===== src/rtl/i2cmb_wb_cmd_sequencer.sv =====
// Wishbone master that turns one single-byte I2C request into the full iicmb
// command sequence (enable, set-bus, start, address, data, stop) and returns one response.
module i2cmb_wb_cmd_sequencer #(
  parameter int WB_ADDR_WIDTH  = 2,
  parameter int WB_DATA_WIDTH  = 8,
  parameter int NUM_I2C_BUSSES = 1,
  parameter int TIMEOUT_CYCLES = 65535
) (
  input  logic                     clk_i,
  input  logic                     rst_i,
  input  logic                     req_valid_i,
  output logic                     req_ready_o,
  input  logic                     req_rw_i,
  input  logic [3:0]               req_bus_i,
  input  logic [6:0]               req_addr_i,
  input  logic [WB_DATA_WIDTH-1:0] req_data_i,
  output logic                     rsp_valid_o,
  output logic [1:0]               rsp_status_o,
  output logic [WB_DATA_WIDTH-1:0] rsp_data_o,
  output logic                     cyc_o,
  output logic                     stb_o,
  output logic                     we_o,
  output logic [WB_ADDR_WIDTH-1:0] adr_o,
  output logic [WB_DATA_WIDTH-1:0] dat_o,
  input  logic [WB_DATA_WIDTH-1:0] dat_i,
  input  logic                     ack_i,
  input  logic                     irq_i
);

  localparam int TMR_W = ($clog2(TIMEOUT_CYCLES + 1) > 16) ? $clog2(TIMEOUT_CYCLES + 1) : 16;
  localparam logic [TMR_W-1:0] TMR_MAX = TMR_W'(TIMEOUT_CYCLES);
  localparam logic [31:0] BUS_LIMIT = 32'(NUM_I2C_BUSSES);

  localparam logic [WB_ADDR_WIDTH-1:0] ADR_CSR  = WB_ADDR_WIDTH'(2'd0);
  localparam logic [WB_ADDR_WIDTH-1:0] ADR_DPR  = WB_ADDR_WIDTH'(2'd1);
  localparam logic [WB_ADDR_WIDTH-1:0] ADR_CMDR = WB_ADDR_WIDTH'(2'd2);

  localparam logic [1:0] ST_OK  = 2'b00;
  localparam logic [1:0] ST_NAK = 2'b01;
  localparam logic [1:0] ST_AL  = 2'b10;
  localparam logic [1:0] ST_ERR = 2'b11;

  typedef enum logic [2:0] {
    S_INIT, S_IDLE, S_WR_DPR, S_WR_CMDR, S_WAIT_IRQ, S_RD_CMDR, S_RD_DPR
  } state_t;

  typedef enum logic [2:0] {
    STEP_SET_BUS, STEP_START, STEP_ADDR, STEP_DATA, STEP_STOP
  } step_t;

  typedef enum logic [1:0] { OUT_DON, OUT_NAK, OUT_AL, OUT_ERR } outcome_t;

  function automatic logic [WB_DATA_WIDTH-1:0] pad8(input logic [7:0] b);
    return WB_DATA_WIDTH'(b);
  endfunction

  // A timed-out wait or a status byte with no recognised flag counts as an error.
  function automatic outcome_t decode_cmdr(input logic [7:0] s, input logic timed_out);
    if (timed_out) return OUT_ERR;
    else if (s[7]) return OUT_DON;
    else if (s[6]) return OUT_NAK;
    else if (s[5]) return OUT_AL;
    else return OUT_ERR;
  endfunction

  state_t                   state_q, state_d;
  step_t                    step_q, step_d;
  logic                     rw_q, rw_d;
  logic [3:0]               bus_q, bus_d;
  logic [6:0]               addr_q, addr_d;
  logic [WB_DATA_WIDTH-1:0] data_q, data_d;
  logic [1:0]               status_q, status_d;
  logic [WB_DATA_WIDTH-1:0] rd_data_q, rd_data_d;
  logic [TMR_W-1:0]         timer_q, timer_d;
  logic                     timed_out_q, timed_out_d;
  logic                     cyc_q, cyc_d, stb_q, stb_d, we_q, we_d;
  logic [WB_ADDR_WIDTH-1:0] adr_q, adr_d;
  logic [WB_DATA_WIDTH-1:0] dat_q, dat_d;
  logic                     ready_q, ready_d;
  logic                     rsp_valid_q, rsp_valid_d;
  logic [1:0]               rsp_status_q, rsp_status_d;
  logic [WB_DATA_WIDTH-1:0] rsp_data_q, rsp_data_d;

  logic                     wb_req, wb_we, wb_done;
  logic [WB_ADDR_WIDTH-1:0] wb_adr;
  logic [WB_DATA_WIDTH-1:0] wb_dat;
  outcome_t                 outcome;

  assign wb_done = cyc_q & ack_i;
  assign outcome = decode_cmdr(dat_i[7:0], timed_out_q);

  always_comb begin
    state_d      = state_q;
    step_d       = step_q;
    rw_d         = rw_q;
    bus_d        = bus_q;
    addr_d       = addr_q;
    data_d       = data_q;
    status_d     = status_q;
    rd_data_d    = rd_data_q;
    timer_d      = timer_q;
    timed_out_d  = timed_out_q;
    rsp_valid_d  = 1'b0;
    rsp_status_d = rsp_status_q;
    rsp_data_d   = rsp_data_q;
    wb_req       = 1'b0;
    wb_we        = 1'b0;
    wb_adr       = ADR_CSR;
    wb_dat       = '0;

    case (state_q)
      S_INIT: begin
        wb_req = 1'b1;
        wb_we  = 1'b1;
        wb_adr = ADR_CSR;
        wb_dat = pad8(8'hC0);
        if (wb_done) state_d = S_IDLE;
        else state_d = S_INIT;
      end
      S_IDLE: begin
        if (req_valid_i && ready_q) begin
          rw_d      = req_rw_i;
          bus_d     = req_bus_i;
          addr_d    = req_addr_i;
          data_d    = req_data_i;
          status_d  = ST_OK;
          rd_data_d = '0;
          step_d    = STEP_SET_BUS;
          if (32'(req_bus_i) >= BUS_LIMIT) begin
            rsp_valid_d  = 1'b1;
            rsp_status_d = ST_ERR;
            rsp_data_d   = '0;
            state_d      = S_IDLE;
          end else begin
            state_d = S_WR_DPR;
          end
        end else begin
          state_d = S_IDLE;
        end
      end
      S_WR_DPR: begin
        wb_req = 1'b1;
        wb_we  = 1'b1;
        wb_adr = ADR_DPR;
        case (step_q)
          STEP_SET_BUS: wb_dat = pad8({4'h0, bus_q});
          STEP_ADDR:    wb_dat = pad8({addr_q, rw_q});
          STEP_DATA:    wb_dat = data_q;
          default:      wb_dat = '0;
        endcase
        if (wb_done) state_d = S_WR_CMDR;
        else state_d = S_WR_DPR;
      end
      S_WR_CMDR: begin
        wb_req = 1'b1;
        wb_we  = 1'b1;
        wb_adr = ADR_CMDR;
        case (step_q)
          STEP_SET_BUS: wb_dat = pad8(8'h06);
          STEP_START:   wb_dat = pad8(8'h04);
          STEP_ADDR:    wb_dat = pad8(8'h01);
          STEP_DATA:    wb_dat = rw_q ? pad8(8'h03) : pad8(8'h01);
          default:      wb_dat = pad8(8'h05);
        endcase
        if (wb_done) begin
          timer_d     = '0;
          timed_out_d = 1'b0;
          state_d     = S_WAIT_IRQ;
        end else begin
          state_d = S_WR_CMDR;
        end
      end
      S_WAIT_IRQ: begin
        if (irq_i) begin
          state_d = S_RD_CMDR;
        end else if (timer_q >= TMR_MAX) begin
          timed_out_d = 1'b1;
          state_d     = S_RD_CMDR;
        end else begin
          timer_d = timer_q + TMR_W'(1);
        end
      end
      S_RD_CMDR: begin
        wb_req = 1'b1;
        wb_adr = ADR_CMDR;
        // Reading CMDR also clears the controller's irq.
        if (!wb_done) begin
          state_d = S_RD_CMDR;
        end else if (step_q == STEP_STOP) begin
          rsp_valid_d  = 1'b1;
          rsp_status_d = (outcome == OUT_DON) ? status_q : ((outcome == OUT_AL) ? ST_AL : ST_ERR);
          rsp_data_d   = rw_q ? rd_data_q : '0;
          state_d      = S_IDLE;
        end else begin
          case (outcome)
            OUT_DON: begin
              case (step_q)
                STEP_SET_BUS: begin step_d = STEP_START; state_d = S_WR_CMDR; end
                STEP_START:   begin step_d = STEP_ADDR;  state_d = S_WR_DPR;  end
                STEP_ADDR: begin
                  step_d  = STEP_DATA;
                  state_d = rw_q ? S_WR_CMDR : S_WR_DPR;
                end
                STEP_DATA: begin
                  if (rw_q) begin
                    state_d = S_RD_DPR;
                  end else begin
                    step_d  = STEP_STOP;
                    state_d = S_WR_CMDR;
                  end
                end
                default: begin step_d = STEP_STOP; state_d = S_WR_CMDR; end
              endcase
            end
            OUT_NAK: begin
              status_d = ST_NAK;
              step_d   = STEP_STOP;
              state_d  = S_WR_CMDR;
            end
            OUT_AL: begin
              // Bus is no longer ours, so no stop is issued.
              rsp_valid_d  = 1'b1;
              rsp_status_d = ST_AL;
              rsp_data_d   = rw_q ? rd_data_q : '0;
              state_d      = S_IDLE;
            end
            default: begin
              status_d = ST_ERR;
              step_d   = STEP_STOP;
              state_d  = S_WR_CMDR;
            end
          endcase
        end
      end
      S_RD_DPR: begin
        wb_req = 1'b1;
        wb_adr = ADR_DPR;
        if (wb_done) begin
          rd_data_d = dat_i;
          step_d    = STEP_STOP;
          state_d   = S_WR_CMDR;
        end else begin
          state_d = S_RD_DPR;
        end
      end
      default: state_d = S_INIT;
    endcase

    // Controls drop in the cycle after ack, which forces one idle cycle between accesses.
    if (wb_req && !wb_done) begin
      cyc_d = 1'b1;
      stb_d = 1'b1;
      we_d  = wb_we;
      adr_d = wb_adr;
      dat_d = wb_dat;
    end else begin
      cyc_d = 1'b0;
      stb_d = 1'b0;
      we_d  = 1'b0;
      adr_d = '0;
      dat_d = '0;
    end

    ready_d = (state_d == S_IDLE);
  end

  // State and registered outputs; rst_i is synchronous.
  always_ff @(posedge clk_i) begin
    if (rst_i) begin
      state_q      <= S_INIT;
      step_q       <= STEP_SET_BUS;
      rw_q         <= 1'b0;
      bus_q        <= 4'h0;
      addr_q       <= 7'h00;
      data_q       <= '0;
      status_q     <= ST_OK;
      rd_data_q    <= '0;
      timer_q      <= '0;
      timed_out_q  <= 1'b0;
      cyc_q        <= 1'b0;
      stb_q        <= 1'b0;
      we_q         <= 1'b0;
      adr_q        <= '0;
      dat_q        <= '0;
      ready_q      <= 1'b0;
      rsp_valid_q  <= 1'b0;
      rsp_status_q <= 2'b00;
      rsp_data_q   <= '0;
    end else begin
      state_q      <= state_d;
      step_q       <= step_d;
      rw_q         <= rw_d;
      bus_q        <= bus_d;
      addr_q       <= addr_d;
      data_q       <= data_d;
      status_q     <= status_d;
      rd_data_q    <= rd_data_d;
      timer_q      <= timer_d;
      timed_out_q  <= timed_out_d;
      cyc_q        <= cyc_d;
      stb_q        <= stb_d;
      we_q         <= we_d;
      adr_q        <= adr_d;
      dat_q        <= dat_d;
      ready_q      <= ready_d;
      rsp_valid_q  <= rsp_valid_d;
      rsp_status_q <= rsp_status_d;
      rsp_data_q   <= rsp_data_d;
    end
  end

  assign req_ready_o  = ready_q;
  assign rsp_valid_o  = rsp_valid_q;
  assign rsp_status_o = rsp_status_q;
  assign rsp_data_o   = rsp_data_q;
  assign cyc_o        = cyc_q;
  assign stb_o        = stb_q;
  assign we_o         = we_q;
  assign adr_o        = adr_q;
  assign dat_o        = dat_q;

endmodule


===== config.mk =====
export PLATFORM = sky130hd
export DESIGN_NAME = i2cmb_wb_cmd_sequencer
export DESIGN_NICKNAME = d
export VERILOG_FILES = /design/src/rtl/i2cmb_wb_cmd_sequencer.sv
export SDC_FILE = /design/constraint.sdc
export NUM_CORES = 1
export LEC_CHECK = 0
export ABC_AREA = 1
export CORE_MARGIN = 3
export CORE_UTILIZATION = 48
export DETAILED_ROUTE_END_ITERATION = 8
export GPL_ROUTABILITY_DRIVEN = 1
export PLACE_DENSITY_LB_ADDON = 0.2
export SYNTH_ARGS = -nofsm -noshare
export SYNTH_HDL_FRONTEND = slang
export SYNTH_SLANG_ARGS = --single-unit

===== constraint.sdc =====
create_clock -name clk_i -period 1.41 [get_ports clk_i]
set_input_delay 0.3525 -clock clk_i [delete_from_list [all_inputs] [get_ports clk_i]]
set_output_delay 0.3525 -clock clk_i [all_outputs]
set_load 0.05 [all_outputs]

== Word-level counts from Yosys, hierarchy flattened ==
Cells that the tools add are included.
Word-level totals
  output and inout port bits: 25
  input bits: 33
  flip-flop bits (word level): 77
  logic and storage cells: 144
Operators by class
  reductions and logical operators: 23
  add/subtract/negate cells: 1
  multiplexer cells: 72
  equality and inequality tests: 26
  bitwise logic cells: 2
  $lt $le $gt $ge: 2
Operator list (number)
  $mux 8: 8
  $mux 16: 3
  $pmux 8 s3: 2
  $mux 3: 13
  $pmux 16 s2: 1
  $pmux 8 s2: 2
  $mux 2: 14
  $pmux 3 s4: 2
  $ne 2x2->1 const B: 11
  $pmux 3 s7: 1
  $pmux 3 s3: 2
  $add 16x1->16 const B: 1
  $ge 16x16->1 const B: 1
  $mux 1: 16
  $pmux 2 s2: 4
  $eq 3x2->1 const B: 4
  $eq 3x3->1 const B: 4
  $pmux 3 s2: 2
  $reduce_and 5->1: 2
  $eq 3x1->1 const B: 3
  $reduce_and 4->1: 2
  $reduce_or 2->1: 4
  $reduce_and 7->1: 1
  $logic_not 3->1: 2
  17 further kinds: 21

== Longest topological paths before layout ==
  word-level depth: 10
  gate-level depth with buffers: 12
  mapped depth without buffers: 11

== Worst setup path before layout ==
OpenSTA, ideal clock, no wires.
  path type: reg2reg
  start: register stb_o (netlist name)
  end: register timer_q[12]
  cell stages (with the launch flop): 11
  buffers on the path: 1
  path slack: -326 ps
  arrival time: 1608 ps
  cells stage by stage: dfxtp_1 > nand2_1 > nand2_2 > nand2_1 > inv_1 > nand2_1 > nor2_4 > buf_6 > nor2_1 > nor2_1 > nor2_1
RTL lines
  end signal, assigned: line 298  | timer_q <= timer_d;
  end, declared: line 74  | logic [TMR_W-1:0] timer_q, timer_d;

== Final worst setup path ==
  start: register state_q[0]
  end: register addr_q[3]
On the way
  cells in the longest elaborated chain, start to end: 2
Ends and longest elaborated chain
  start, declared: line 66  | state_t state_q, state_d;
  start signal, assigned: line 290  | state_q <= state_d;
  $eq 3x1->1: line 111  | case (state_q)
  $reduce_and 2->1 (no source line)
  end signal, assigned: line 294  | addr_q <= addr_d;
  end, declared: line 70  | logic [6:0] addr_q, addr_d;
No other way between the ends.
A chain may end at the register's enable or synchronous reset.

==> results.yml <==
drt:
  detailedRoute.firstPassIterationCount: 7
  initialDrtViolationCount: 495
  drt_drc_violations_left: 0
  via_count: 4737
  route.detailed.vias_per_inst: 5.69
  drt-total-wl_um: 14200
  routed_wire_length_per_instance_um: 17.0
  route.antenna.remaining_nets: 0
clock_tree:
  cts_root_buffer: "sky130_fd_sc_hd__clkbuf_8"
  cts_buffer_depth: 2
  clk_pin_slew_worst_paths_ns: 0.09
  clock_insertion_delay_worst_skew_ns: 0.37
  cts.htree.levels: 3
  cts.sink_count: 77
  tritoncts: "yes"
  cts_inserted_buffers: 9
job:
  timing.max_cap.violations: 0
timing:
  setup_repair_after_global_routing_missed_its_margin: "true"
  timing.max_slew.rel_slack_pct: 72.1
  sum_of_negative_setup_slack_ns: -8.18
  timing.fmax_ghz: 0.611
  fin_skew_ns: 0.0123
  fin_crit_sh_pct: 116
  final_hold_viol_count: 0
  layout_setup_ws_ns: -0.228
  report.final.slew_viol_count: 0
  worst_margin_slew_ns: 0.415
  final_period_minus_worst_setup_slack_ns: 1.64
  setup_viol: 74
cells_and_area:
  post_layout_nonfiller_instances: 833
  layout.filler_cells: 396
  final_area_um2: 6270
  final_layout_size_suffix_gt1_share_pct: 39.8
  finish.net_count: 764
  area_added_between_synthesis_and_finish_pct: 66.1
  insertedDiodeCount: 0
status:
  outcome: "finished with violations"
  failed_checks: "setup timing"
worst_setup_path:
  cell_chain_of_the_critical_path: "inv_6 -> nor2_4 -> nand2_2 -> nor2_4 -> buf_6 -> inv_8 -> clkbuf_16 -> nor2_2 -> nor2_1"
  path_buf_inv: 4
  timing.setup.critical_path_class: "flip-flop to flip-flop"
  worst-endpoint-required_ns: 1.67
  critical-path-top-cell-by-count: "sky130_fd_sc_hd__nor2_4"
  critPathSlowestCell: "sky130_fd_sc_hd__dfxtp_4"
  startpoint_type: "flip-flop"
  timing.critical_path.slowest_cell_delay_ns: 0.39
  crit_path_max_fanout: 8
  critPathArrivalTime_ns: 1.89
  worstSetupEndpointType: "flip-flop"
  timing.critical_path.max_delay_family: "simple AND/OR/NAND/NOR gates"
synthesis:
  synth_area_um2: 3770
  synth_enable_flop_cells: 0
  synth_area_leader_cell: "sky130_fd_sc_hd__dfxtp_1"
  number_of_distinct_library_cells_after_synthesis: 35
  leading_cell_type_by_number_of_instances_after_synthesis: "sky130_fd_sc_hd__nor2_1"
  share_of_yosys_cell_area_claimed_by_the_top_area_cell_type_pct: 40.8
  ffs_w_async_s_r_synth_pct: 0
  avgSynthCellArea_um2: 6.69
  synth_seq_area_share_pct: 40.8
  synth_common_cells: "sky130_fd_sc_hd__nor2_1, sky130_fd_sc_hd__nand2_1, sky130_fd_sc_hd__dfxtp_1"
  syn-instance-count: 564
  yosysWarningCount: 0
  mappedNetlistNets: 598
  netlist_top_cells_area: "sky130_fd_sc_hd__dfxtp_1, sky130_fd_sc_hd__nor2_1, sky130_fd_sc_hd__nand2_1"
  ys_seq_elements: 77
  leading_register_cell_type_out_of_synthesis: "sky130_fd_sc_hd__dfxtp_1"
grt:
  maximum_number_of_pins_on_one_net_before_global_route_repair: 26
  gr-total-overflow: 0
  grt_antenna_before_repair: 0
  wire_length_of_the_first_global_routing_pass_um: 19600
  number_of_global_route_vias_before_repair: 4249
  globalRouteTotalUtil_pct: 27.9
floorplan:
  chipHeight_um: 94.7
  io_pins: 58
  initial_utilization_pct: 50.7
  floorplan.core_area_um2: 7450
  die_x_um: 94.7
  placementRows: 31
  dieArea_um2: 8960
placed_design:
  place_congestion: 0.898
  placedCellCount: 791
  placement.cell_area_um2: 5350
  detailedPlacementHpwl_um: 7880
  port_buffers: 57
power:
  leakagePower_uw: 0.00266
  vdd_ir_drop_max_v: 0.000590
  pwr_density_cell_nw_per_um2: 750
hold_path:
  min_path_type: "input pin to flip-flop"
==> power breakdown <==
group	internal, uW	switching (uW)	leakage (uW)
Clock	784	859	0.0000973
Combinational	376	436	0.00193
Sequential	2210	40.7	0.000627
==> final cells by class <==
cell class              instances  area [um^2]  area share (%)
clock inverters                 3         18.8           0.299
flip-flops and latches         77         1560            24.9
repair buffers                175         1810            28.8
multi-input cells             411         2350            37.5
inverters                      55          231            3.69
repair inverters                1         6.26          0.0998
well taps                      99          124            1.98
clock buffers                  12          166            2.65
==> routing by layer <==
layer | global-route usage [%] | wire length (um)
met3 | 5.02 | 1180
met5 | 0 | 0
met2 | 47.3 | 6850
met4 | 13.0 | 728
met1 | 34.4 | 5440
==> cells by family after synthesis <==
| kind of cell | synth area share, % |
|---|---|
| adders and majority gates | 0.332 |
| AOI/OAI and AO/OA | 13.2 |
| buffers and inverters | 9.35 |
| DFF | 40.8 |
| and+or+nand+nor | 35.8 |
| xor gates and xnor gates | 0.464 |
==> worst paths after layout <==
path | from | to | slack (ns) | depth (start not counted)
worst max-delay path | state_q[0] | addr_q[3] | -0.23 | 9
worst min-delay path | req_bus_i[3] | bus_q[3] | 0.32 | 3
worst max register to register | state_q[0] | addr_q[3] | -0.23 | 9
worst min register to register | status_q[1] | status_q[1] | 0.49 | 2
==> state kept, by name, summed over array words and instances (netlist names), 2 cells and up <==
register	count
state_q	3
data_q	8
rsp_data_o	8
dat_o	8
bus_q	4
rsp_status_o	2
step_q	3
addr_q	7
adr_o	2
status_q	2
rd_data_q	8
timer_q	16
==> what timing repair did <==
item / 4_1_cts / 5_1_grt
cloned: 3 / 2
hold buffers: 0 / 0
resized for setup: 93 / 78
buffers inserted: 11 / 12
pin swaps: 28 / 33
setup endpoints to repair: 75 / 77
==> stage by stage <==
step | power, uW | hold WS (ns) | utilization (%) | setup WS, ns
finish | 4700 | 0.321 | 84.2 | -0.228
global route | 4840 | 0.355 | 84.2 | -0.265
CTS | 4570 | 0.464 | 79.4 | -0.0551
detailed placement | 2950 | 0.453 | 71.8 | -0.464
global placement | 2930 | 0.441 | 71.8 | -0.445
floorplan | 2580 | 0.427 | - | -0.00320
==> cells in the final DEF, fill, tap and decap left out, types with 8 or more instances in the layout <==
| cell | n |
|---|---|
| sky130_fd_sc_hd__nor2_4 | 17 |
| sky130_fd_sc_hd__buf_4 | 100 |
| sky130_fd_sc_hd__clkbuf_8 | 10 |
| sky130_fd_sc_hd__nand2_2 | 20 |
| sky130_fd_sc_hd__inv_2 | 8 |
| sky130_fd_sc_hd__nand3_1 | 31 |
| sky130_fd_sc_hd__inv_1 | 40 |
| sky130_fd_sc_hd__clkdlybuf4s50_1 | 28 |
| sky130_fd_sc_hd__dfxtp_1 | 68 |
| sky130_fd_sc_hd__a21oi_1 | 24 |
| sky130_fd_sc_hd__o21ai_2 | 8 |
| sky130_fd_sc_hd__buf_6 | 11 |
| sky130_fd_sc_hd__nand4_1 | 9 |
| sky130_fd_sc_hd__nor2_1 | 96 |
| sky130_fd_sc_hd__o21ai_0 | 25 |
| sky130_fd_sc_hd__nor2_2 | 29 |
| sky130_fd_sc_hd__buf_12 | 28 |
| sky130_fd_sc_hd__nand2_1 | 85 |
| sky130_fd_sc_hd__nand2_4 | 12 |
==> worst reg2reg max path, cell delays in order, from the launching register on <==
cell,delay (ns)
sky130_fd_sc_hd__dfxtp_4,0.39
sky130_fd_sc_hd__inv_6,0.05
sky130_fd_sc_hd__nor2_4,0.14
sky130_fd_sc_hd__nand2_2,0.13
sky130_fd_sc_hd__nor2_4,0.20
sky130_fd_sc_hd__buf_6,0.18
sky130_fd_sc_hd__inv_8,0.07
sky130_fd_sc_hd__clkbuf_16,0.16
sky130_fd_sc_hd__nor2_2,0.10
sky130_fd_sc_hd__nor2_1,0.09
(Power assumes the default switching activity.)
